==> src/rtl/tdm_channel_mux_pkg.sv <==
// Shared definitions for the TDM channel multiplexer: parameter defaults, slot index width
// and sequencer state encoding.
package tdm_channel_mux_pkg;

  localparam int unsigned NUM_CHANNELS_DEF = 4;
  localparam int unsigned DATA_WIDTH_DEF   = 32;
  localparam int unsigned UNDERRUN_CNT_W   = 16;

  function automatic int unsigned slot_width(input int unsigned n);
    return (n < 2) ? 1 : $clog2(n);
  endfunction

  localparam int unsigned SLOT_W_DEF = slot_width(NUM_CHANNELS_DEF);

  typedef enum logic [1:0] {
    StIdle  = 2'd0,
    StRun   = 2'd1,
    StDrain = 2'd2
  } tdm_state_e;

endpackage

==> src/rtl/tdm_channel_mux_if.sv <==
// Channel-side and TDM-side signal bundle of the channel multiplexer.
interface tdm_channel_mux_if
  import tdm_channel_mux_pkg::*;
#(
  parameter int unsigned NUM_CHANNELS = NUM_CHANNELS_DEF,
  parameter int unsigned DATA_WIDTH   = DATA_WIDTH_DEF
);

  localparam int unsigned SlotW = slot_width(NUM_CHANNELS);

  logic                                   enable;
  logic [NUM_CHANNELS-1:0][DATA_WIDTH-1:0] ch_data;
  logic [NUM_CHANNELS-1:0]                ch_valid;
  logic [NUM_CHANNELS-1:0]                ch_ready;
  logic [DATA_WIDTH-1:0]                  tdm_data;
  logic                                   tdm_valid;
  logic [SlotW-1:0]                       tdm_slot;
  logic                                   frame_start;
  logic [NUM_CHANNELS-1:0]                underrun_flags;
  logic [UNDERRUN_CNT_W-1:0]              underrun_count;

  modport master (
    output enable, ch_data, ch_valid,
    input  ch_ready, tdm_data, tdm_valid, tdm_slot, frame_start, underrun_flags, underrun_count
  );

  modport slave (
    input  enable, ch_data, ch_valid,
    output ch_ready, tdm_data, tdm_valid, tdm_slot, frame_start, underrun_flags, underrun_count
  );

endinterface

==> src/rtl/tdm_hold_slot.sv <==
// One-entry per-channel holding buffer; accepts a refill in the same cycle it is consumed.
module tdm_hold_slot
  import tdm_channel_mux_pkg::*;
#(
  parameter int unsigned DATA_WIDTH = DATA_WIDTH_DEF
) (
  input  logic                  clk,
  input  logic                  reset,
  input  logic                  i_wr_valid,
  input  logic [DATA_WIDTH-1:0] i_wr_data,
  input  logic                  i_consume,
  output logic                  o_ready,
  output logic                  o_full,
  output logic [DATA_WIDTH-1:0] o_data
);

  logic                  r_full;
  logic [DATA_WIDTH-1:0] r_data;
  logic                  w_take;
  logic                  w_wr;

  assign w_take  = i_consume & r_full;
  assign o_ready = ~r_full | w_take;
  assign w_wr    = i_wr_valid & o_ready;
  assign o_full  = r_full;
  assign o_data  = r_data;

  always_ff @(posedge clk) begin
    if (reset) begin
      r_full <= 1'b0;
      r_data <= '0;
    end else if (w_wr) begin
      r_full <= 1'b1;
      r_data <= i_wr_data;
    end else if (w_take) begin
      r_full <= 1'b0;
    end
  end

endmodule

==> src/rtl/tdm_channel_mux.sv <==
// Serialises per-channel samples into a fixed TDM slot sequence, flagging and counting
// slots whose holding buffer was empty.
module tdm_channel_mux
  import tdm_channel_mux_pkg::*;
#(
  parameter int unsigned NUM_CHANNELS = NUM_CHANNELS_DEF,
  parameter int unsigned DATA_WIDTH   = DATA_WIDTH_DEF
) (
  input logic               clk,
  input logic               reset,
  tdm_channel_mux_if.slave  bus
);

  localparam int unsigned     SlotW    = slot_width(NUM_CHANNELS);
  localparam logic [SlotW-1:0] LastSlot = SlotW'(NUM_CHANNELS - 1);

  tdm_state_e                r_state;
  tdm_state_e                w_state_next;
  logic [SlotW-1:0]          r_slot;
  logic [SlotW-1:0]          w_slot_next;
  logic                      w_active;
  logic [NUM_CHANNELS-1:0]   w_consume;
  logic [NUM_CHANNELS-1:0]   w_full;
  logic [NUM_CHANNELS-1:0]   w_ready;
  logic [DATA_WIDTH-1:0]     w_buf_data [NUM_CHANNELS];
  logic                      w_sel_full;
  logic [DATA_WIDTH-1:0]     w_sel_data;

  logic [DATA_WIDTH-1:0]     r_tdm_data;
  logic                      r_tdm_valid;
  logic [SlotW-1:0]          r_tdm_slot;
  logic                      r_frame_start;
  logic [NUM_CHANNELS-1:0]   r_underrun_flags;
  logic [UNDERRUN_CNT_W-1:0] r_underrun_count;

  assign w_active = (r_state != StIdle);

  always_ff @(posedge clk) begin
    if (reset) begin
      r_state <= StIdle;
      r_slot  <= '0;
    end else begin
      r_state <= w_state_next;
      r_slot  <= w_slot_next;
    end
  end

  always_comb begin
    w_state_next = r_state;
    w_slot_next  = r_slot;
    unique case (r_state)
      StIdle: begin
        w_slot_next = '0;
        if (bus.enable) w_state_next = StRun;
      end
      StRun: begin
        if (!bus.enable) w_state_next = StDrain;
      end
      StDrain: begin
        // A re-enable during drain resumes without losing frame alignment.
        if (bus.enable)              w_state_next = StRun;
        else if (r_slot == LastSlot) w_state_next = StIdle;
      end
      default: w_state_next = StIdle;
    endcase
    if (w_active) w_slot_next = (r_slot == LastSlot) ? '0 : r_slot + SlotW'(1);
  end

  for (genvar gi = 0; gi < NUM_CHANNELS; gi++) begin : g_hold
    assign w_consume[gi] = w_active && (r_slot == SlotW'(gi));

    tdm_hold_slot #(
      .DATA_WIDTH (DATA_WIDTH)
    ) u_hold (
      .clk        (clk),
      .reset      (reset),
      .i_wr_valid (bus.ch_valid[gi]),
      .i_wr_data  (bus.ch_data[gi]),
      .i_consume  (w_consume[gi]),
      .o_ready    (w_ready[gi]),
      .o_full     (w_full[gi]),
      .o_data     (w_buf_data[gi])
    );
  end

  assign w_sel_full = w_full[r_slot];
  assign w_sel_data = w_buf_data[r_slot];

  always_ff @(posedge clk) begin
    if (reset) begin
      r_tdm_data       <= '0;
      r_tdm_valid      <= 1'b0;
      r_tdm_slot       <= '0;
      r_frame_start    <= 1'b0;
      r_underrun_flags <= '0;
      r_underrun_count <= '0;
    end else if (w_active) begin
      r_tdm_slot    <= r_slot;
      r_frame_start <= (r_slot == '0);
      if (w_sel_full) begin
        r_tdm_data  <= w_sel_data;
        r_tdm_valid <= 1'b1;
      end else begin
        r_tdm_data               <= '0;
        r_tdm_valid              <= 1'b0;
        r_underrun_flags[r_slot] <= 1'b1;
        if (r_underrun_count != '1) r_underrun_count <= r_underrun_count + 1'b1;
      end
    end else begin
      r_tdm_data    <= '0;
      r_tdm_valid   <= 1'b0;
      r_tdm_slot    <= '0;
      r_frame_start <= 1'b0;
    end
  end

  assign bus.ch_ready       = w_ready;
  assign bus.tdm_data       = r_tdm_data;
  assign bus.tdm_valid      = r_tdm_valid;
  assign bus.tdm_slot       = r_tdm_slot;
  assign bus.frame_start    = r_frame_start;
  assign bus.underrun_flags = r_underrun_flags;
  assign bus.underrun_count = r_underrun_count;

endmodule

==> src/flat_wrapper.sv <==
// flat-port wrapper written by rule: the top's interface ports become plain ports
module tdm_channel_mux_flat import tdm_channel_mux_pkg::*;
#(
  parameter int unsigned NUM_CHANNELS = NUM_CHANNELS_DEF,
  parameter int unsigned DATA_WIDTH   = DATA_WIDTH_DEF
)
  (clk, reset, bus_enable, bus_ch_data, bus_ch_valid, bus_ch_ready, bus_tdm_data, bus_tdm_valid, bus_tdm_slot, bus_frame_start, bus_underrun_flags, bus_underrun_count);
  tdm_channel_mux_if #(.NUM_CHANNELS(NUM_CHANNELS), .DATA_WIDTH(DATA_WIDTH)) bus_i ();
  input logic clk;
  input logic reset;
  input wire logic [$bits(bus_i.enable)-1:0] bus_enable;
  input wire logic [$bits(bus_i.ch_data)-1:0] bus_ch_data;
  input wire logic [$bits(bus_i.ch_valid)-1:0] bus_ch_valid;
  output wire logic [$bits(bus_i.ch_ready)-1:0] bus_ch_ready;
  output wire logic [$bits(bus_i.tdm_data)-1:0] bus_tdm_data;
  output wire logic [$bits(bus_i.tdm_valid)-1:0] bus_tdm_valid;
  output wire logic [$bits(bus_i.tdm_slot)-1:0] bus_tdm_slot;
  output wire logic [$bits(bus_i.frame_start)-1:0] bus_frame_start;
  output wire logic [$bits(bus_i.underrun_flags)-1:0] bus_underrun_flags;
  output wire logic [$bits(bus_i.underrun_count)-1:0] bus_underrun_count;
  assign bus_i.enable = bus_enable;
  assign bus_i.ch_data = bus_ch_data;
  assign bus_i.ch_valid = bus_ch_valid;
  assign bus_ch_ready = bus_i.ch_ready;
  assign bus_tdm_data = bus_i.tdm_data;
  assign bus_tdm_valid = bus_i.tdm_valid;
  assign bus_tdm_slot = bus_i.tdm_slot;
  assign bus_frame_start = bus_i.frame_start;
  assign bus_underrun_flags = bus_i.underrun_flags;
  assign bus_underrun_count = bus_i.underrun_count;
  tdm_channel_mux #(.NUM_CHANNELS(NUM_CHANNELS), .DATA_WIDTH(DATA_WIDTH)) u_core (.clk(clk), .reset(reset), .bus(bus_i));
endmodule
==> config.mk <==
export PLATFORM = sky130hd
export DESIGN_NAME = tdm_channel_mux_flat
export DESIGN_NICKNAME = d
export VERILOG_FILES = /design/src/rtl/tdm_channel_mux_pkg.sv /design/src/rtl/tdm_channel_mux_if.sv /design/src/rtl/tdm_hold_slot.sv /design/src/rtl/tdm_channel_mux.sv /design/src/flat_wrapper.sv
export SDC_FILE = /design/constraint.sdc
export NUM_CORES = 1
export LEC_CHECK = 0
export ABC_CLOCK_PERIOD_IN_PS = 5000
export CORE_MARGIN = 2
export CORE_UTILIZATION = 35
export CTS_CLUSTER_SIZE = 8
export DETAILED_ROUTE_END_ITERATION = 16
export DONT_BUFFER_PORTS = 1
export SYNTH_ARGS = -nofsm -noshare
export SYNTH_HDL_FRONTEND = slang
export SYNTH_SLANG_ARGS = --single-unit
==> constraint.sdc <==
create_clock -name clk -period 5 [get_ports clk]
set_input_delay 1 -clock clk [delete_from_list [all_inputs] [get_ports clk]]
set_output_delay 1 -clock clk [all_outputs]
set_load 0.03 [all_outputs]
==> flow_metrics.env, run 1 <==
export IMPL_slew_headroom_pct=42.4
export IMPL_synth_area_um2=7490
export IMPL_fillers=2159
export IMPL_die_area_um2=22600
export IMPL_worstSetupEndpointType="output pin"
export IMPL_min_period_over_period_pct=67.8
export IMPL_r2r_cells=7
export IMPL_synthArstFlopShare_pct=0
export IMPL_timing_rr_end="u_core.g_hold[3].u_hold.o_data[29]"
export IMPL_syn_to_final_growth_pct=9.44
export IMPL_port_buffers=0
export IMPL_synth_nets=982
export IMPL_ant_nets=0
export IMPL_placementRows=53
export IMPL_setup_viol=0
export IMPL_cts_buffer_depth=2
export IMPL_antenna_found_initial=0
export IMPL_tritoncts="built"
export IMPL_final_setup_tns_ps=0
export IMPL_start_kind="flop"
export IMPL_insertion_delay_ps=430
export IMPL_synth_distinct_cells=39
export IMPL_wl_um=21100
export IMPL_holdPathStages=2
export IMPL_core_area_um2=21000
export IMPL_n_antenna_cell=0
export IMPL_min_period_ps=3390
export IMPL_cp_max_fo=23
export IMPL_wl_per_cell_um=19.5
export IMPL_io_pins=195
export IMPL_cts_sinks=192
export IMPL_synth_seq_cells=192
export IMPL_grt_usage_pct=19.0
export IMPL_whs_ps=450
export IMPL_worst_pin_slew_ps=861
export IMPL_die_h_um=150
export IMPL_fin_ws_ps=1610
export IMPL_cellPowerDensity_nw_per_um2=402
export IMPL_finalHoldViolCount=0
export IMPL_hold_class="flop to flop"
export IMPL_final_nets=936
export IMPL_clk_pin_slew_ps=70
export IMPL_synth_edff_count=0
export IMPL_hp_start="u_core.g_hold[2].u_hold.o_data[2]"
export IMPL_pre_cts_slack_ps=1850
export IMPL_yosysSeqAreaShare_pct=51.3
export IMPL_grt_pass1_vias=5641
export IMPL_fin_util_pct=39.0
export IMPL_drv_slew=0
export IMPL_dr_pass1_iters=4
export IMPL_placed_area_um2=7590
export IMPL_worst_endpoint_arrival_ps=2390
export IMPL_synth_ff_type="dfxtp_1"
export IMPL_die_w_um=150
export IMPL_syn_avg_cell_area_um2=8.89
export IMPL_grt_ovfl_total=0
export IMPL_ff2ff_setup_slack_ps=1940
export IMPL_drc=0
export IMPL_reg2reg_from="u_core.r_slot[0]"
export IMPL_postCtsSetupBuffers=0
export IMPL_root_buffer="clkbuf_16"
export IMPL_cellLeakagePower_nw=3.04
export IMPL_viasPerCell=5.15
export IMPL_peakVddDrop_mv=0.204
export IMPL_start_util_pct=35.6
export IMPL_layout_drive_gt1_share_pct=10.0
export IMPL_outcome="complete, no violations"
export IMPL_drv_cap=0
export IMPL_hpwl_um=13000
export IMPL_drt_initial_drc_count=279
export IMPL_fin_skew_ps=12.6
export IMPL_rsz0062_at_grt="false"
export IMPL_cts_max_level=4
export IMPL_grt_pass1_wl_um=32000
export IMPL_min_to="u_core.g_hold[2].u_hold.o_data[2]"
export IMPL_cts_buffers=17
export IMPL_ctsResizeCount=0
export IMPL_grt_max_degree=162
export IMPL_gp_congestion=0.794
export IMPL_syn_inst=842
export IMPL_clock_fmax_ghz=0.295
export IMPL_num_vias=5587
export IMPL_cp_data_required_time_ps=4000
export IMPL_ys_warnings_count=0
export IMPL_fin_area_um2=8200
export IMPL_critPathKind="flop to output pin"
export IMPL_cts_hold_buf=0
-- Yosys cell counts (4+ instances only) --
library cell,number,area share [%]
o21ai_0,6,0.40
buf_4,4,0.40
ha_1,5,0.84
and2_1,7,0.58
nor2_1,27,1.4
xnor2_1,8,0.94
clkbuf_1,48,2.4
dfxtp_1,192,51
a21oi_1,135,9.0
nand2_1,270,14
nor4_1,6,0.50
nor3_1,7,0.47
nand3_1,6,0.40
nand4_1,5,0.42
and3_1,33,2.8
inv_1,4,0.20
buf_1,12,0.60
mux4_2,30,9.0
-- through the flow --
stage	total power, W	instances
3_5_place_dp	0.00193	1052
5_1_grt	0.00343	1084
4_1_cts	0.00334	1084
2_1_floorplan	0.00188	842
6_report	0.00330	1084
3_3_place_gp	0.00192	1052
-- registers in the layout (all words and copies together) (netlist names) --
name and count:
u_core.bus.frame_start 1, u_core.bus.tdm_data 32, u_core.bus.underrun_flags 4, u_core.bus.underrun_count 16
u_core.g_hold.u_hold.o_data 128, u_core.g_hold.u_hold.o_full 4, u_core.r_state 2, u_core.r_slot 2
u_core.bus.tdm_valid 1, u_core.bus.tdm_slot 2
-- cells in the final DEF, fill, tap and decap left out, types with 4 or more instances in the layout --
| cell type | instances |
|---|---|
| nand3_1 | 6 |
| and3_1 | 33 |
| nand2_2 | 4 |
| xnor2_1 | 8 |
| mux4_2 | 30 |
| nand2_1 | 266 |
| dfxtp_1 | 190 |
| clkbuf_16 | 17 |
| and2_2 | 4 |
| nor3_1 | 7 |
| nor4_1 | 6 |
| nor2_1 | 26 |
| inv_1 | 4 |
| a21oi_1 | 135 |
| nand4_1 | 5 |
| ha_1 | 5 |
| o21ai_0 | 6 |
| inv_8 | 4 |
-- worst max-delay path, cell delays in order (launching register included) --
cell and delay [ps]:
dfxtp_2 670, buf_4 530, ha_1 300, o21ai_0 130, nand2_1 320
-- logic make-up after synthesis --
group / share of synthesized area [%]
AOI/OAI and AO/OA: 10.1
xor gates and xnor gates: 1.29
adders and majority gates: 0.835
buffers and inverters: 4.13
DFF: 51.3
muxes: 10.8
and+or+nand+nor: 21.5
-- worst max-delay path by stage --
| stage | from | to | slack [ps] | cells after the start |
|---|---|---|---|---|
| CTS | u_core.r_slot[0] | bus_ch_ready[3] | 1520 | 4 |
| floorplan | u_core.r_slot[1] | bus_ch_ready[0] | 2130 | 8 |
| detailed placement | u_core.r_slot[0] | u_core.g_hold[3].u_hold.o_data[29] | 1850 | 7 |
| global route | u_core.r_slot[0] | bus_ch_ready[3] | 1370 | 4 |
| finish | u_core.r_slot[0] | bus_ch_ready[3] | 1610 | 4 |
| global placement | u_core.r_slot[0] | u_core.g_hold[3].u_hold.o_data[25] | 1860 | 7 |
-- where the power goes --
part | internal [W] | switching (W) | leakage [nW]
clock network | 0.000731 | 0.000679 | 0.293
registers | 0.00160 | 0.0000544 | 1.57
logic | 0.0000874 | 0.000146 | 1.17
total | 0.00242 | 0.000880 | 3.04
-- layout make-up --
cell class,count,area [um2],area share (%)
clock buffer,18,439,5.36
clock inverter,14,170,2.08
inverter,4,15.0,0.183
multi-input combinational,578,3360,41.0
sequential,192,3850,46.9
tap,275,344,4.20
timing repair buffer,3,22.5,0.275
-- layer usage --
layer / GRT usage [%] / vias up / part of all wire (%)
met5: 0 / - / 0
li1: - / 2739 / -
met2: 31.7 / 180 / 48
met1: 22.6 / 2652 / 41
met3: 7.39 / 16 / 8.7
met4: 5.57 / 0 / 1.5
Power figures use the tool's default switching activity.
==> run 2: changes to the inputs <==
--- a/config.mk
+++ b/config.mk
@@ -5,7 +5,7 @@
 export SDC_FILE = /design/constraint.sdc
 export NUM_CORES = 1
 export LEC_CHECK = 0
-export ABC_CLOCK_PERIOD_IN_PS = 5000
+export ABC_CLOCK_PERIOD_IN_PS = 3400
 export CORE_MARGIN = 2
 export CORE_UTILIZATION = 35
 export CTS_CLUSTER_SIZE = 8
==> constraint.sdc (replaced) <==
create_clock -name clk -period 3.4 [get_ports clk]
set_input_delay 0.68 -clock clk [delete_from_list [all_inputs] [get_ports clk]]
set_output_delay 0.68 -clock clk [all_outputs]
set_load 0.03 [all_outputs]
==> flow_metrics.env, run 2 (synthesized netlist as in run 1, its figures left out) <==
export IMPL_wl_per_cell_um=19.4
export IMPL_cts_max_level=4
export IMPL_cts_hold_buf=0
export IMPL_min_period_ps=2590
export IMPL_cellPowerDensity_nw_per_um2=577
export IMPL_fin_util_pct=38.8
export IMPL_antenna_found_initial=0
export IMPL_die_w_um=150
export IMPL_cts_buffers=17
export IMPL_rsz0062_at_grt="false"
export IMPL_grt_pass1_vias=5615
export IMPL_worst_pin_slew_ps=892
export IMPL_grt_ovfl_total=0
export IMPL_finalHoldViolCount=0
export IMPL_finalNonFillerCells=1086
export IMPL_core_area_um2=21000
export IMPL_dp_cells=1054
export IMPL_layout_drive_gt1_share_pct=10.2
export IMPL_viasPerCell=5.16
export IMPL_worstSetupEndpointType="flop"
export IMPL_min_period_over_period_pct=76.1
export IMPL_gp_congestion=0.766
export IMPL_num_vias=5600
export IMPL_start_util_pct=35.6
export IMPL_grt_usage_pct=19.0
export IMPL_fin_skew_ps=14.3
export IMPL_final_setup_tns_ps=0
export IMPL_grt_pass1_wl_um=32300
export IMPL_cts_buffer_depth=2
export IMPL_hold_class="input pin to flop"
export IMPL_final_nets=938
export IMPL_cts_sinks=192
export IMPL_wl_um=21100
export IMPL_ant_nets=0
export IMPL_slew_headroom_pct=40.4
export IMPL_drc=0
export IMPL_ctsResizeCount=0
export IMPL_outcome="complete, no violations"
export IMPL_cp_max_fo=9
export IMPL_die_h_um=150
export IMPL_port_buffers=0
export IMPL_largest_reg_flops=128
export IMPL_start_kind="flop"
export IMPL_drv_cap=0
export IMPL_syn_to_final_growth_pct=9.01
export IMPL_power_w=0.00471
export IMPL_n_antenna_cell=0
export IMPL_peakVddDrop_mv=0.288
export IMPL_placed_area_um2=7600
export IMPL_hpwl_um=13300
export IMPL_tritoncts="built"
export IMPL_cp_data_required_time_ps=3710
export IMPL_drt_initial_drc_count=232
export IMPL_critPathKind="flop to flop"
export IMPL_setup_viol=0
export IMPL_drv_slew=0
export IMPL_insertion_delay_ps=430
export IMPL_clk_pin_slew_ps=70
export IMPL_io_pins=195
export IMPL_placementRows=53
export IMPL_mostFrequentLayoutCells="266 x nand2_1, 190 x dfxtp_1, 135 x a21oi_1, 33 x and3_1, 30 x mux4_2"
export IMPL_fin_area_um2=8160
export IMPL_cellLeakagePower_nw=3.02
export IMPL_root_buffer="clkbuf_16"
export IMPL_grt_max_degree=162
export IMPL_dr_pass1_iters=4
export IMPL_postCtsSetupBuffers=0
export IMPL_clock_fmax_ghz=0.387
export IMPL_worst_endpoint_arrival_ps=2890
export IMPL_final_common_cell="nand2_1"
export IMPL_die_area_um2=22600
run 2: power breakdown:
part	total (W)	leakage [nW]	internal, W	switching [W]
Combinational	0.000352	1.18	0.000130	0.000222
Sequential	0.00242	1.57	0.00235	0.0000743
Clock	0.00194	0.266	0.000981	0.000954
run 2: stage by stage:
stage | hold slack [ps] | setup slack, ps
2_1_floorplan | 432 | 852
3_5_place_dp | 438 | 820
3_3_place_gp | 434 | 831
5_1_grt | 305 | 518
4_1_cts | 304 | 805
6_report | 325 | 813
run 2: worst paths after layout:
path	from	end	slack [ps]	cells after the start
setup / recovery	u_core.bus.underrun_count[0]	u_core.bus.underrun_count[11]	810	6
hold / removal	bus_enable	u_core.r_state[1]	330	1
setup reg to reg	u_core.bus.underrun_count[0]	u_core.bus.underrun_count[11]	810	6
hold reg to reg	u_core.g_hold[2].u_hold.o_data[1]	u_core.g_hold[2].u_hold.o_data[1]	450	2
run 2: routing by layer:
layer  up-vias  routed length (um)  global-route usage, %
met5         -                   0                      0
met1      2682                9090                   23.4
li1       2745                   -                      -
met3        15                1530                   5.79
met2       158               10200                   32.0
met4         0                 224                   5.52
run 2: worst max-delay path: stages (launching register included):
cell and delay, ps:
dfxtp_1 630, ha_1 300, nand3_1 130, nor4b_2 690, or2_1 300, nor4_1 100
mux2_1 310
run 2: area by class of cell:
class / instances / area [um2]
clock inverters: 14 / 123
inverters: 4 / 15.0
repair buffers: 5 / 37.5
multi-input cells: 578 / 3360
well taps: 275 / 344
fillers: 2098 / 12900
flip-flops and latches: 192 / 3850
clock buffers: 18 / 439
==> run 3: changes to the inputs <==
--- a/config.mk
+++ b/config.mk
@@ -5,7 +5,7 @@
 export SDC_FILE = /design/constraint.sdc
 export NUM_CORES = 1
 export LEC_CHECK = 0
-export ABC_CLOCK_PERIOD_IN_PS = 3400
+export ABC_CLOCK_PERIOD_IN_PS = 2400
 export CORE_MARGIN = 2
 export CORE_UTILIZATION = 35
 export CTS_CLUSTER_SIZE = 8
==> constraint.sdc (replaced) <==
create_clock -name clk -period 2.4 [get_ports clk]
set_input_delay 0.48 -clock clk [delete_from_list [all_inputs] [get_ports clk]]
set_output_delay 0.48 -clock clk [all_outputs]
set_load 0.03 [all_outputs]
==> flow_metrics.env, run 3 (synthesized netlist as in run 1, its figures left out) <==
export IMPL_outcome="complete, no violations"
export IMPL_port_buffers=0
export IMPL_critPathKind="flop to flop"
export IMPL_syn_to_final_growth_pct=13.4
export IMPL_min_period_ps=2260
export IMPL_largest_reg_flops=128
export IMPL_setup_viol=0
export IMPL_wl_met2_um=10400
export IMPL_cp_max_fo=9
export IMPL_cts_sinks=192
export IMPL_worst_endpoint_arrival_ps=2580
export IMPL_gp_congestion=0.791
export IMPL_grt_ovfl_total=0
export IMPL_n_antenna_cell=0
export IMPL_grt_pass1_vias=5712
export IMPL_start_util_pct=35.6
export IMPL_cellLeakagePower_nw=3.21
export IMPL_drv_cap=0
export IMPL_start_kind="flop"
export IMPL_root_buffer="clkbuf_16"
export IMPL_slew_headroom_pct=46.3
export IMPL_pwr_share_comb_pct=8.1
export IMPL_drv_slew=0
export IMPL_rsz0062_at_grt="false"
export IMPL_highest_layer="met4"
export IMPL_wl_met1_um=9010
export IMPL_die_h_um=150
export IMPL_cts_max_level=4
export IMPL_switchingPower_w=0.00195
export IMPL_mostFrequentLayoutCells="266 x nand2_1, 190 x dfxtp_1, 135 x a21oi_1, 33 x and3_1"
export IMPL_placementRows=53
export IMPL_viasPerCell=5.14
export IMPL_cts_hold_buf=0
export IMPL_final_setup_tns_ps=0
export IMPL_worstSetupEndpointType="flop"
export IMPL_ant_nets=0
export IMPL_final_common_cell="nand2_1"
export IMPL_worst_pin_slew_ps=806
export IMPL_drt_initial_drc_count=305
export IMPL_grt_pass1_wl_um=32800
export IMPL_wl_um=21400
export IMPL_reg2reg_from="u_core.r_slot[1]"
export IMPL_cp_data_required_time_ps=2720
export IMPL_peakVddDrop_mv=0.421
export IMPL_finalHoldViolCount=0
export IMPL_cts_buffer_depth=2
export IMPL_hold_class="input pin to flop"
export IMPL_insertion_delay_ps=440
export IMPL_antenna_found_initial=0
export IMPL_core_area_um2=21000
export IMPL_fin_skew_ps=17.2
export IMPL_finalNonFillerCells=1115
export IMPL_drc=0
export IMPL_die_area_um2=22600
export IMPL_clock_fmax_ghz=0.443
export IMPL_grt_max_degree=162
export IMPL_met3_length_um=1730
export IMPL_switching_share_pct=28.1
export IMPL_grt_usage_pct=19.3
export IMPL_power_frac_seq_pct=49.5
export IMPL_cellPowerDensity_nw_per_um2=815
export IMPL_fin_area_um2=8490
export IMPL_crit_path_start="u_core.r_slot[1]"
export IMPL_die_w_um=150
export IMPL_placed_area_um2=7840
export IMPL_wl_per_cell_um=19.2
export IMPL_layout_drive_gt1_share_pct=13.5
export IMPL_hp_start="reset"
export IMPL_hpwl_um=13900
export IMPL_clk_pin_slew_ps=80
export IMPL_cts_buffers=17
export IMPL_final_nets=967
export IMPL_p_int_w=0.00497
export IMPL_io_pins=195
export IMPL_pwr_share_clk_pct=42.4
export IMPL_tritoncts="built"
export IMPL_min_period_over_period_pct=94.2
export IMPL_dp_cells=1082
export IMPL_num_vias=5728
export IMPL_dr_pass1_iters=5
==> run 3: changes by cell type in the layout (fill, tap and decap cells not counted), sizes merged <==
cell / change
clkinv: +4
clkbuf: -1
clkinvlp: -3
buf: +29
==> run 3: power by group through the flow <==
stage	Clock (W)	Combinational [W]	Sequential, W
global placement	0	0.000557	0.00349
global route	0.00313	0.000631	0.00344
CTS	0.00302	0.000570	0.00342
floorplan	0	0.000437	0.00348
finish	0.00294	0.000561	0.00342
detailed placement	0	0.000568	0.00350
==> run 3: path summary, 6_finish.rpt <==
kind	endpoint	slack (ps)	cells after the start
setup reg to reg	u_core.bus.underrun_count[13]	140	5
setup / recovery	u_core.bus.underrun_count[13]	140	5
hold / removal	u_core.bus.underrun_count[12]	110	1
hold reg to reg	u_core.g_hold[2].u_hold.o_data[9]	450	2
==> run 3: per-layer routing <==
metal  up-vias  global-route usage, %
met5         -                      0
met4         0                   5.47
met3        15                   7.03
met2       161                   32.4
met1      2758                   23.4
li1       2794                      -
==> run 3: critical path: stages (launching register included) <==
cell and delay (ps):
dfxtp_4 400, mux2_4 320, o22a_1 330, or2_1 360, nor4_1 380, mux2_1 360
==> run 3: stage by stage <==
| stage | power (W) | hold slack, ps | worst slack [ps] | utilization, % |
|---|---|---|---|---|
| floorplan | 0.00391 | 432 | 98.6 | - |
| global placement | 0.00405 | 434 | 257 | 37.3 |
| detailed placement | 0.00407 | 439 | 188 | 37.3 |
| CTS | 0.00701 | 91.1 | 0.602 | 40.3 |
| global route | 0.00720 | 84.1 | 9.07 | 40.4 |
| finish | 0.00692 | 115 | 140 | 40.4 |
==> run 3: layout make-up <==
cell class | instances | area [um2]
Fill cell | 2103 | 12500
Sequential cell | 192 | 3850
Multi-Input combinational cell | 578 | 3360
Clock buffer | 17 | 425
Tap cell | 275 | 344
Timing Repair Buffer | 34 | 305
Clock inverter | 15 | 191
Inverter | 4 | 15.0
==> run 3: what timing repair did <==
action,in CTS,in global routing
setup buffers,0,1
resized for setup,3,5
setup endpoints to repair,1,2
